`config.mk`:
```
export PLATFORM = sky130hd
export DESIGN_NAME = uart_rx_int_ctrl
export DESIGN_NICKNAME = d
export VERILOG_FILES = /design/src/rtl/uart_pkg.sv /design/src/rtl/uart_rx_timeout.sv /design/src/rtl/uart_rx_int_ctrl.sv
export SDC_FILE = /design/constraint.sdc
export NUM_CORES = 1
export LEC_CHECK = 0
export ABC_CLOCK_PERIOD_IN_PS = 1600
export CAP_MARGIN = 5
export CELL_PAD_IN_SITES_DETAIL_PLACEMENT = 1
export CELL_PAD_IN_SITES_GLOBAL_PLACEMENT = 1
export CORE_ASPECT_RATIO = 1.25
export CORE_MARGIN = 8
export CORE_UTILIZATION = 23
export CTS_BUF_LIST = sky130_fd_sc_hd__clkbuf_8
export CTS_CLUSTER_SIZE = 25
export DETAILED_ROUTE_END_ITERATION = 12
export HOLD_SLACK_MARGIN = 0.06
export PLACE_DENSITY = 0.78
export SLEW_MARGIN = 30
export SYNTH_ARGS = -nofsm -noshare
export SYNTH_HDL_FRONTEND = slang
export SYNTH_SLANG_ARGS = --single-unit
```
`constraint.sdc`:
```
create_clock -name PCLK -period 1.6 [get_ports PCLK]
set_clock_uncertainty 0.15 [all_clocks]
set_input_delay 0.24 -clock PCLK [delete_from_list [all_inputs] [get_ports PCLK]]
set_output_delay 0.24 -clock PCLK [all_outputs]
set_load 0.02 [all_outputs]
```
`src/rtl/uart_pkg.sv`:
```
// Shared types, IIR codes and helper functions for the UART receive-side
// interrupt controller.
package uart_pkg;

    // Receive interrupt sources, encoded in the order the FSM registers them.
    typedef enum logic [1:0] {
        NONE = 2'd0,
        LS   = 2'd1,
        RDA  = 2'd2,
        CTI  = 2'd3
    } int_state_t;

    // 16550-style interrupt identification codes.
    localparam logic [3:0] IIR_NONE = 4'b0001;
    localparam logic [3:0] IIR_LS   = 4'b0110;
    localparam logic [3:0] IIR_RDA  = 4'b0100;
    localparam logic [3:0] IIR_CTI  = 4'b1100;

    // RX FIFO trigger level selected by FCR[7:6].
    function automatic logic [4:0] trig_level(input logic [1:0] fcr_trig);
        logic [4:0] lvl;
        case (fcr_trig)
            2'b00:   lvl = 5'd1;
            2'b01:   lvl = 5'd4;
            2'b10:   lvl = 5'd8;
            default: lvl = 5'd14;
        endcase
        return lvl;
    endfunction

    // Bits per character on the wire: start + data + parity + stop(s), 7..12.
    // Only LCR[3:0] influences the frame length.
    function automatic logic [3:0] char_bits(input logic [3:0] lcr_lo);
        return 4'd7 + {2'b00, lcr_lo[1:0]} + {3'b000, lcr_lo[3]} + {3'b000, lcr_lo[2]};
    endfunction

    // IIR value reported for each interrupt state.
    function automatic logic [3:0] iir_code(input int_state_t st);
        logic [3:0] code;
        case (st)
            LS:      code = IIR_LS;
            RDA:     code = IIR_RDA;
            CTI:     code = IIR_CTI;
            default: code = IIR_NONE;
        endcase
        return code;
    endfunction

endpackage

```
`src/rtl/uart_rx_timeout.sv`:
```
// Character-timeout detector: counts 16x baud ticks while the RX FIFO holds
// data but sees no push or pop, and raises cti_pend once the count reaches
// CTI_CHARS character times for the current line format.
module uart_rx_timeout
    import uart_pkg::*;
#(
    parameter int CTI_CHARS = 4,
    parameter int CNT_W     = 10
) (
    input  logic       PCLK,
    input  logic       PRESETn,
    input  logic       enable,
    input  logic [3:0] lcr_lo,
    input  logic       push_rx_fifo,
    input  logic       pop_rx_fifo,
    input  logic       rbr_rd,
    input  logic       fifo_empty,
    output logic       cti_pend
);

    logic [CNT_W-1:0] thr;
    logic [CNT_W-1:0] cnt_q, cnt_d;
    logic             cti_q, cti_d;

    // Threshold follows LCR live, so a format change applies on the next compare.
    assign thr = CNT_W'(CTI_CHARS * 16 * int'(char_bits(lcr_lo)));

    // Next counter value: any FIFO activity or an empty FIFO restarts it,
    // otherwise count ticks and saturate at the threshold.
    always_comb begin
        cnt_d = cnt_q;
        if (push_rx_fifo || pop_rx_fifo || fifo_empty) begin
            cnt_d = '0;
        end else if (enable && (cnt_q < thr)) begin
            cnt_d = cnt_q + 1'b1;
        end
    end

    // Pending flag: clearing events win over a coincident threshold hit.
    always_comb begin
        cti_d = cti_q;
        if (rbr_rd || push_rx_fifo || fifo_empty) begin
            cti_d = 1'b0;
        end else if (cnt_d >= thr) begin
            cti_d = 1'b1;
        end
    end

    // Counter and pending-flag registers.
    always_ff @(posedge PCLK or negedge PRESETn) begin
        if (!PRESETn) begin
            cnt_q <= '0;
            cti_q <= 1'b0;
        end else begin
            cnt_q <= cnt_d;
            cti_q <= cti_d;
        end
    end

    assign cti_pend = cti_q;

endmodule

```
`src/rtl/uart_rx_int_ctrl.sv`:
```
// Receive-side interrupt and status controller for the APB UART.
// Sequences RX FIFO pops from RBR reads, keeps the sticky LSR error bits and
// runs the receive interrupt FSM (LS > RDA > CTI > NONE).
// Build option: define UART_RX_TIMEOUT_EN to include the character-timeout
// counter and the CTI interrupt source; without it cti_pend is tied low.
//
// Handshake note: rbr_rd, lsr_rd and iir_rd are single-cycle strobes; a pop
// is issued the cycle after an accepted rbr_rd and rbr_rd is ignored while
// that pop pulse is high, so pops are at least two cycles apart.
module uart_rx_int_ctrl
    import uart_pkg::*;
#(
    parameter int CTI_CHARS = 4,
    parameter int CNT_W     = 10
) (
    input  logic       PCLK,
    input  logic       PRESETn,
    input  logic       enable,
    input  logic [7:0] LCR,
    input  logic [1:0] FCR_trig,
    input  logic       IER_rda,
    input  logic       IER_ls,
    input  logic [4:0] rx_fifo_count,
    input  logic [2:0] rx_fifo_err,
    input  logic       push_rx_fifo,
    input  logic       rx_overrun,
    input  logic       rbr_rd,
    input  logic       lsr_rd,
    input  logic       iir_rd,
    output logic       pop_rx_fifo,
    output logic [3:0] lsr_err,
    output logic       data_ready,
    output logic [3:0] iir,
    output logic       rx_irq
);

    logic       fifo_nempty;
    logic       pop_q, pop_d;
    logic [3:0] err_set;
    logic [3:0] lsr_err_q, lsr_err_d;
    int_state_t state_q, state_d;
    logic [3:0] iir_q;
    logic       irq_q;
    logic       cti_pend;

    assign fifo_nempty = (rx_fifo_count != 5'd0);
    assign data_ready  = fifo_nempty;

`ifdef UART_RX_TIMEOUT_EN
    logic [3:0] unused_lcr_hi;
    assign unused_lcr_hi = LCR[7:4];

    uart_rx_timeout #(
        .CTI_CHARS (CTI_CHARS),
        .CNT_W     (CNT_W)
    ) u_timeout (
        .PCLK         (PCLK),
        .PRESETn      (PRESETn),
        .enable       (enable),
        .lcr_lo       (LCR[3:0]),
        .push_rx_fifo (push_rx_fifo),
        .pop_rx_fifo  (pop_q),
        .rbr_rd       (rbr_rd),
        .fifo_empty   (!fifo_nempty),
        .cti_pend     (cti_pend)
    );
`else
    logic [8:0]  unused_tick_lcr;
    logic [31:0] unused_params;
    assign unused_tick_lcr = {enable, LCR};
    assign unused_params   = CTI_CHARS + CNT_W;
    assign cti_pend        = 1'b0;
`endif

    // Pop request: accept rbr_rd only with data present and no pop in flight.
    always_comb begin
        pop_d = rbr_rd && fifo_nempty && !pop_q;
    end

    // Sticky error next-state: {BI, FE, PE, OE}; a new set beats an LSR read clear.
    always_comb begin
        err_set   = {fifo_nempty & rx_fifo_err[2],
                     fifo_nempty & rx_fifo_err[0],
                     fifo_nempty & rx_fifo_err[1],
                     push_rx_fifo & rx_overrun};
        lsr_err_d = lsr_rd ? err_set : (lsr_err_q | err_set);
    end

    // Pop pulse and sticky error registers.
    always_ff @(posedge PCLK or negedge PRESETn) begin
        if (!PRESETn) begin
            pop_q     <= 1'b0;
            lsr_err_q <= 4'b0000;
        end else begin
            pop_q     <= pop_d;
            lsr_err_q <= lsr_err_d;
        end
    end

    // Highest-priority active receive interrupt source.
    always_comb begin
        state_d = NONE;
        if (IER_ls && (|lsr_err_q)) begin
            state_d = LS;
        end else if (IER_rda && (rx_fifo_count >= trig_level(FCR_trig))) begin
            state_d = RDA;
        end else if (IER_rda && cti_pend) begin
            state_d = CTI;
        end
    end

    // Interrupt FSM with registered IIR/IRQ; frozen while IIR is being read.
    always_ff @(posedge PCLK or negedge PRESETn) begin
        if (!PRESETn) begin
            state_q <= NONE;
            iir_q   <= IIR_NONE;
            irq_q   <= 1'b0;
        end else if (!iir_rd) begin
            state_q <= state_d;
            iir_q   <= iir_code(state_d);
            irq_q   <= (state_d != NONE);
        end
    end

    assign pop_rx_fifo = pop_q;
    assign lsr_err     = lsr_err_q;
    assign iir         = iir_q;
    assign rx_irq      = irq_q;

endmodule

```
; After elaboration in Yosys (flattened, before gate mapping)
; Cells that the tools add are included.
[classes]
n_lt_le_gt_ge = 1
n_eq_ne = 5
n_mux = 6
bitwise = 5
reduce_logical = 9
[ops]
columns = cell, n
row1 = $pmux W4 S3, 2
row2 = $eq A2 B2 Y1 const B, 3
row3 = $ge A5 B5 Y1, 1
row4 = $mux W5, 1
row5 = $reduce_bool A5 Y1, 1
row6 = $and A1 B1 Y1, 4
row7 = $eq A2 B1 Y1 const B, 2
row8 = $logic_and A1 B1 Y1, 4
row9 = $mux W2, 2
row10 = $mux W4, 1
row11 = $or A4 B4 Y4, 1
row12 = $reduce_or A4 Y1, 1
row13 = $logic_not A2 Y1, 1
row14 = $reduce_bool A2 Y1, 1
row15 = $logic_not A1 Y1, 1
[totals]
register_bits = 10
in_bits = 28
out_inout_bits = 11
elab_cells = 30

; Longest topological paths before layout
; Gate-level depths: netlist of run 1.
[depth]
word_depth = 9
depth_mapped = 5
ltp_nobuf = 5

; Least setup slack after synthesis of run 1
; No wires, ideal clock.
[synth_path]
path_kind = reg2reg
startpoint = register lsr_err_q[2] (netlist: lsr_err[2])
endpoint = register iir_q[2] (netlist: iir[2])
setup_time_ns = 0.120
t_arrival_ns = 1.097
required_ns = 1.330
setup_slack_ns = 0.233
stages_incl_launch_ff = 4
path_buffers = 0
period_less_slack_ns = 1.367
cell_sequence = dfrtp_1 -> nor4_4 -> o221ai_1 -> a31o_1
[synth_between]
elab_chain_len = 5
word_cells_on_any_way = 7
cone_classes = eq/ne (3) / mux (2) / reduce/logical (2)
[synth_rtl]
columns = element, line
row1 = from (decl), uart_rx_int_ctrl.sv:40  ; logic [3:0] lsr_err_q, lsr_err_d;
row2 = from (signal assigned), uart_rx_int_ctrl.sv:96  ; lsr_err_q <= lsr_err_d;
row3 = $reduce_or A4 Y1 (*), uart_rx_int_ctrl.sv:103  ; if (IER_ls && (|lsr_err_q)) begin
row4 = $logic_and A1 B1 Y1 (*), uart_rx_int_ctrl.sv:103
row5 = $mux W2 (*), uart_rx_int_ctrl.sv:103
row6 = $eq A2 B2 Y1 / $eq A2 B1 Y1 (equally long branches), uart_pkg.sv:40  ; case (st)
row7 = $pmux W4 S3 (*), uart_pkg.sv:40
row8 = to (signal assigned), uart_rx_int_ctrl.sv:120  ; iir_q <= iir_code(state_d);
row9 = to (decl), uart_rx_int_ctrl.sv:42  ; logic [3:0] iir_q;
; Mark *: on every way between the ends. The rest lies on a longest branch, timed or not.
; A chain may end at the register's enable or synchronous reset.

; Worst setup path in the final report of run 1
[layout_path]
startpoint = register iir_q[3] (netlist: iir[3])
endpoint = output iir[3]
[layout_lines]
columns = element, line
row1 = to (decl), uart_rx_int_ctrl.sv:33  ; output logic [3:0] iir,
; No word-level cell between the ends.

==> metrics.md, run 1 <==
| Metric | Value |
|---|---|
| Total number of vias | `506` |
| Number of global-route vias before repair | `582` |
| Master cell of the clock root buffer | `sky130_fd_sc_hd__clkbuf_8` |
| Primary flip-flop cell chosen by synthesis mapping | `sky130_fd_sc_hd__dfrtp_1` |
| Final setup viols | `0` |
| Horizontal die dimension | `around 57 um` |
| Number of instances in the placed design | `100` |
| Dominant cell by count in the synthesized netlist | `sky130_fd_sc_hd__dfrtp_1` |
| Slew Limit Fails | `0` |
| Max cap viols | `0` |
| Sequential area share after synthesis | `46.3%` |
| Sum of buffers and inverters on the critical path | `1` |
| Worst slew pin tran | `roughly 0.42 ns` |
| Number of endpoints with negative hold slack in the final report | `0` |
| N_diodes | `0` |
| Synth cell types | `22` |
| Clock period minus worst slack | `around 1.6 ns` |
| Syn. warnings | `0` |
| Number of nets with antenna violations after detailed routing | `0` |
| CTS tree | `done` |
| Most area-consuming cells after synthesis | `sky130_fd_sc_hd__dfrtp_1 (41%), sky130_fd_sc_hd__ha_1 (10%), sky130_fd_sc_hd__dfstp_2 (5.4%), sky130_fd_sc_hd__a22o_1 (5.4%), sky130_fd_sc_hd__nor4_4 (4.3%)` |
| Global-route wire length before repair | `2570 um` |
| Final cell count without fillers | `around 100` |
| WL per Instance | `14.6 um` |
| Multi-input gate area | `around 260 sq um` |
| Routability congestion estimate from global placement | `~0.65` |
| FF-to-FF Start | `lsr_err[2]` |
| Fraction of synthesized cell area taken by the top area cell type | `40.9%` |
| Library cell with the largest summed area after synthesis | `sky130_fd_sc_hd__dfrtp_1` |
| Clock Latency Late Sink | `about 0.23 ns` |
| Largest incremental delay on the critical path | `roughly 0.60 ns` |
| Setup TNS after final layout | `0 ns` |
| Placed wire-length estimate | `around 1300 um` |
| Proportion of register bits with asynchronous set or reset after synthesis | `100%` |
| Element type at the critical path start | `register` |
| Max Clk Rate | `642 MHz` |
| Die footprint | `3870 sq um` |
| VDD IR max | `389 uV` |
| Area grow syn2layout | `83.1%` |
| Starting Density | `around 24%` |
| Placement row count | `18` |
| Post-synth net total | `between 70 and 80` |
| Setup repair bufs after CTS | `0` |
| Number of clock sinks seen by CTS | `9` |
| Layout Nets | `117` |
| Largest net degree at the start of global routing | `10` |
| Highest net fanout along the worst path | `2` |
| Leak Pwr | `0.419 nW` |
| Cell area after synthesis | `489 sq um` |
| Largest delay contributor family on the critical path | `buffers and inverters` |
| Number of fillers in the final layout | `between 200 and 250` |
| Syn_area_per_cell | `~11 sq um` |
| Clock H-tree levels | `1` |
| Layout cells sized above 1 | `between 20% and 30%` |
| Overall overflow remaining after global route | `0` |
| Vertical die dimension | `approximately 68 um` |
| Worst reg2reg path depth | `3` |
| Status | `complete, no violations` |
| Count of TritonRoute iterations in the first routing pass | `2` |
| Critical-path cell list | `clkdlybuf4s50_1` |
| Critical path arrival | `approximately 1.2 ns` |
| Starting DRC count in detailed routing | `2` |
| Combined global-route utilization of all metal layers | `around 8.6%` |
| Post-synthesis sequential element count | `9` |
| Core area | `about 2000 sq um` |
| Routed vias/inst | `4.87` |
| Worst setup slack for register-to-register paths | `between 0.2 and 0.3 ns` |
| Max_slew headroom | `72.0%` |
| Number of antenna violations at the first check in global routing | `0` |
| Number of buffers added to fix hold violations after cts | `0` |
| Remaining routing DRC violations | `0` |
| CP max stage cell | `sky130_fd_sc_hd__clkdlybuf4s50_1` |
| Number of gates on the worst path with buffers counted | `1` |
| Number of port buffers | `29` |
| Worst-path clk slew | `approximately 0.05 ns` |
| Ratio of total power to cell area | `approximately 790 nW/um^2` |
| Sequential cell area | `roughly 230 sq um` |
| Hold slack | `between 0.15 and 0.2 ns` |
| Final period utilization | `around 97%` |
| Setup WS pre-CTS | `-0.344 ns` |
| Post-Synthesis Cells | `46` |
| Req. time, crit path | `1.21 ns` |
| Setup crit start | `iir[3]` |
| Longest Clk Path Bufs | `2` |
| Wire length after detailed routing | `between 1500 and 2000 um` |
| Post-synth EDFFs | `0` |
| Type of destination of the critical path | `output pin` |
| Worst path setup slack after routing | `roughly 0.043 ns` |
| Worst min-delay path class | `in -> async` |
| Clock buffers created by TritonCTS | `3` |
| Number of primary I/O pins | `39` |
| Pwr Total | `0.712 mW` |
| Leading cell types by count after synthesis | `sky130_fd_sc_hd__dfrtp_1 (8), sky130_fd_sc_hd__nand2_1 (5), sky130_fd_sc_hd__ha_1 (4), sky130_fd_sc_hd__inv_1 (4)` |
| Start-to-end type of the worst setup path | `reg -> out` |
-- stage by stage --
step / util (%) / area, sq um
global placement: 42.0 / 842
CTS: 43.8 / 877
detailed placement: 42.0 / 842
floorplan: - / 489
global route: 44.7 / 896
finish: 44.7 / 896
-- cell type report --
cell class,instances,share of cell area (%)
clock buffer,3,4.61
sequential,9,25.3
multi-input combinational,32,29.2
inverter,4,1.68
clock inverter,1,0.419
timing repair buffer,35,36.0
tap,20,2.79
-- power by group --
part           switching (mW)  internal (mW)
Clock                  0.0913          0.167
Sequential             0.0170          0.250
Combinational          0.0846          0.102
-- layout by cell type (no fill, tap or decap), drive strengths merged --
| cell type | count |
|---|---|
| dfrtp | 8 |
| o221ai | 2 |
| dlygate4sd2 | 8 |
| and3b | 1 |
| clkbuf | 3 |
| nor2b | 1 |
| buf | 7 |
| nor2 | 3 |
| dlymetal6s2s | 1 |
| a22o | 4 |
| a31oi | 1 |
| nor4 | 1 |
| inv | 5 |
| o21ai | 2 |
| dfstp | 1 |
| nand2b | 3 |
| a31o | 1 |
| and2 | 1 |
| and2b | 1 |
| nand2 | 5 |
| clkdlybuf4s50 | 19 |
| nor3 | 1 |
| ha | 4 |
| a21oi | 1 |
-- repair_timing --
item | in CTS | in global routing
pin swaps | 0 | 0
resized for setup | 13 | 4
endpoints found under the setup margin | 9 | 3
-- layer usage --
layer | up-vias | global-route usage [%] | wire length [um]
met5 | - | 0 | 0
met4 | 0 | 3.76 | 19
met3 | 2 | 4.94 | 152
met2 | 23 | 14.7 | 770
li1 | 240 | - | -
met1 | 241 | 8.33 | 581
-- sequential cells by signal, indices dropped and copies added (netlist names) --
register,count
iir,4
lsr_err,4
pop_rx_fifo,1
-- logic make-up (layout without fill, tap and decap cells) --
group	Yosys count	count (layout)	share of synthesized area, %
and+or+nand+nor	17	17	21.7
AOI/OAI and AO/OA	11	11	17.1
DFF	9	9	46.3
buffers and inverters	5	43	4.60
adders and majority gates	4	4	10.2
-- path summary, 6_finish.rpt --
check / end
worst max-delay path: iir[3]
worst max register to register: iir[2]
worst min register to register: iir[3]
max in group asynchronous: iir[0]
min in group PCLK: iir[3]
worst min-delay path: iir[1]
Note: power is estimated with default switching activity, not from simulation.
==> run 2, diff against run 1 <==
Settings changed: GPL_TIMING_DRIVEN set to 0.
==> run 2 against run 1 <==
  * Fmax shrank 1.0%
  * Combinational power down 5%
  * Flip-flop and latch count unchanged
==> metrics.md, run 2 (synthesized netlist as in run 1, its figures left out) <==
| Metric | Value |
|---|---|
| Status | `complete, no violations` |
| Number of primary I/O pins | `39 (unchanged)` |
| Starting DRC count in detailed routing | `3 (+1)` |
| Critical-path cell list | `clkdlybuf4s50_1` |
| Seq pwr share | `38.3% (+0.8 points)` |
| Max Clk Rate | `636 MHz (-1.0%)` |
| Horizontal die dimension | `57.3 um (unchanged)` |
| N_diodes | `0 (unchanged)` |
| Pwr Total | `0.696 mW (-2.2%)` |
| Worst min-delay path class | `in -> async` |
| Req. time, crit path | `1.21 ns (about the same)` |
| Max_slew headroom | `71.3% (-0.77 points)` |
| Vertical die dimension | `67.6 um (unchanged)` |
| Largest delay contributor family on the critical path | `buffers and inverters` |
| WL per Instance | `14.3 um (-2.7%)` |
| Largest net degree at the start of global routing | `10 (unchanged)` |
| Element type at the critical path start | `register` |
| Leak Pwr | `0.421 nW (+0.40%)` |
| Area grow syn2layout | `74.4%` |
| Number of global-route vias before repair | `581 (-0.17%)` |
| Max cap viols | `0 (unchanged)` |
| Longest Clk Path Bufs | `2 (unchanged)` |
| Type of destination of the critical path | `output pin` |
| Clock Latency Late Sink | `0.23 ns (about the same)` |
| Highest net fanout along the worst path | `2 (unchanged)` |
| Unrepaired setup endpoints after global routing | `no` |
| Routed vias/inst | `4.75 (-2.4%)` |
| Layout Nets | `113 (-3.4%)` |
| Slew Limit Fails | `0 (unchanged)` |
| VDD IR max | `291 uV (-25%)` |
| Worst-path clk slew | `0.04 ns (about the same)` |
| Clock period minus worst slack | `1.57 ns (+0.0157 ns)` |
| Setup TNS after final layout | `0 ns (unchanged)` |
| Leading cell types in the layout, fill and taps excluded | `sky130_fd_sc_hd__clkdlybuf4s50_1 (18), sky130_fd_sc_hd__dfrtp_1 (8), sky130_fd_sc_hd__dlygate4sd2_1 (7), sky130_fd_sc_hd__nand2_1 (5), sky130_fd_sc_hd__inv_1 (5)` |
| Overall overflow remaining after global route | `0 (unchanged)` |
| Ratio of total power to cell area | `816 nW/um^2 (+2.7%)` |
| Final setup viols | `0 (unchanged)` |
| Number of endpoints with negative hold slack in the final report | `0 (unchanged)` |
| Hold slack | `0.168 ns (+0.00842 ns)` |
| Worst slew pin tran | `0.430 ns (+0.0115 ns)` |
| Remaining routing DRC violations | `0 (unchanged)` |
| Final period utilization | `98.3% (+0.98 points)` |
| Layout cells sized above 1 | `13.8% (-6.5 points)` |
| Sw power | `0.184 mW (-4.9%)` |
| Die footprint | `3870 sq um (unchanged)` |
| Number of buffers added to fix hold violations after cts | `0 (unchanged)` |
| Number of clock sinks seen by CTS | `9 (unchanged)` |
| Starting Density | `24.4% (unchanged)` |
| Clock share of power | `36.2% (about the same)` |
| Clock buffers created by TritonCTS | `3 (unchanged)` |
| Routability congestion estimate from global placement | `0.647 (-1.1%)` |
| Critical path arrival | `1.18 ns (about the same)` |
| Start-to-end type of the worst setup path | `reg -> out` |
| Sum of buffers and inverters on the critical path | `1 (unchanged)` |
| Count of TritonRoute iterations in the first routing pass | `4 (+2)` |
| Total number of vias | `475 (-6.1%)` |
| Clock H-tree levels | `1 (unchanged)` |
| Final cell count without fillers | `100 (-3.8%)` |
| Most frequent standard cell in the layout excluding fill and tap cells | `sky130_fd_sc_hd__clkdlybuf4s50_1` |
| Combined global-route utilization of all metal layers | `8.58% (about the same)` |
| Largest incremental delay on the critical path | `0.61 ns (about the same)` |
| CP max stage cell | `sky130_fd_sc_hd__clkdlybuf4s50_1` |
| CTS tree | `done` |
| Placement row count | `18 (unchanged)` |
| Placed wire-length estimate | `1200 um (-8.0%)` |
| Logic gate share of total power | `25.5% (-0.7 points)` |
| Core area | `2000 sq um (unchanged)` |
| Number of port buffers | `29 (unchanged)` |
| Number of nets with antenna violations after detailed routing | `0 (unchanged)` |
| Number of antenna violations at the first check in global routing | `0 (unchanged)` |
| Proportion of total power due to net switching | `26.4% (-0.74 points)` |
| Master cell of the clock root buffer | `sky130_fd_sc_hd__clkbuf_8` |
| Number of instances in the placed design | `95 (-5.0%)` |
| Global-route wire length before repair | `2590 um (+0.82%)` |
| Wire length after detailed routing | `1430 um (-6.4%)` |
| Int Power | `0.513 mW (-1.2%)` |
==> run 2: cell type report <==
type                            count  area, sq um
Fill cell                         227         1150
Timing Repair Buffer               30          292
Multi-Input combinational cell     32          243
Sequential cell                     9          226
Clock buffer                        3         41.3
Tap cell                           20         25.0
Inverter                            4         15.0
Buffer                              1         7.51
Clock inverter                      1         3.75
==> run 2: repair_timing <==
item	4_1_cts	5_1_grt
hold endpoints to repair	0	0
pin swaps	0	1
endpoints found under the setup margin	9	3
buffers inserted	0	1
gates resized for setup	11	5
==> run 2: stage by stage <==
stage	area (sq um)	utilization (%)	setup slack (ns)
2_1_floorplan	489	-	0.233
3_3_place_gp	805	40.1	-0.382
3_5_place_dp	805	40.1	-0.385
4_1_cts	842	42.0	-0.0998
5_1_grt	853	42.6	0.000690
6_report	853	42.6	0.0268
==> run 2: path summary, 6_finish.rpt <==
path,from,to,slack (ns),depth (start not counted)
min in group PCLK,FCR_trig[1],iir[0],0.31,4
max,iir[1],iir[1],0.03,1
max in group asynchronous,PRESETn,iir[0],0.80,1
min reg2reg,iir[3],iir[3],0.33,1
max reg2reg,lsr_err[2],iir[2],0.26,3
min,PRESETn,iir[1],0.17,1
==> run 2: power by group through the flow <==
stage	Sequential (mW)	Combinational, mW	Clock [mW]
2_1_floorplan	0.292	0.0562	0
3_3_place_gp	0.270	0.187	0
3_5_place_dp	0.271	0.191	0
4_1_cts	0.267	0.181	0.263
5_1_grt	0.270	0.194	0.273
6_report	0.266	0.178	0.252
==> run 2: layer usage <==
layer,track usage [%],routed length [um],up-vias
met4,4.70,0,0
met5,0,0,-
li1,-,-,232
met3,4.94,182,0
met2,13.6,690,21
met1,8.88,552,222
==> run 3, diff against run 2 <==
Settings changed: CAP_MARGIN 5 to 20, CTS_CLUSTER_DIAMETER set to 120.
==> results of run 3 <==
Same layout as run 2: the final DEF is identical, and so are final timing and power.
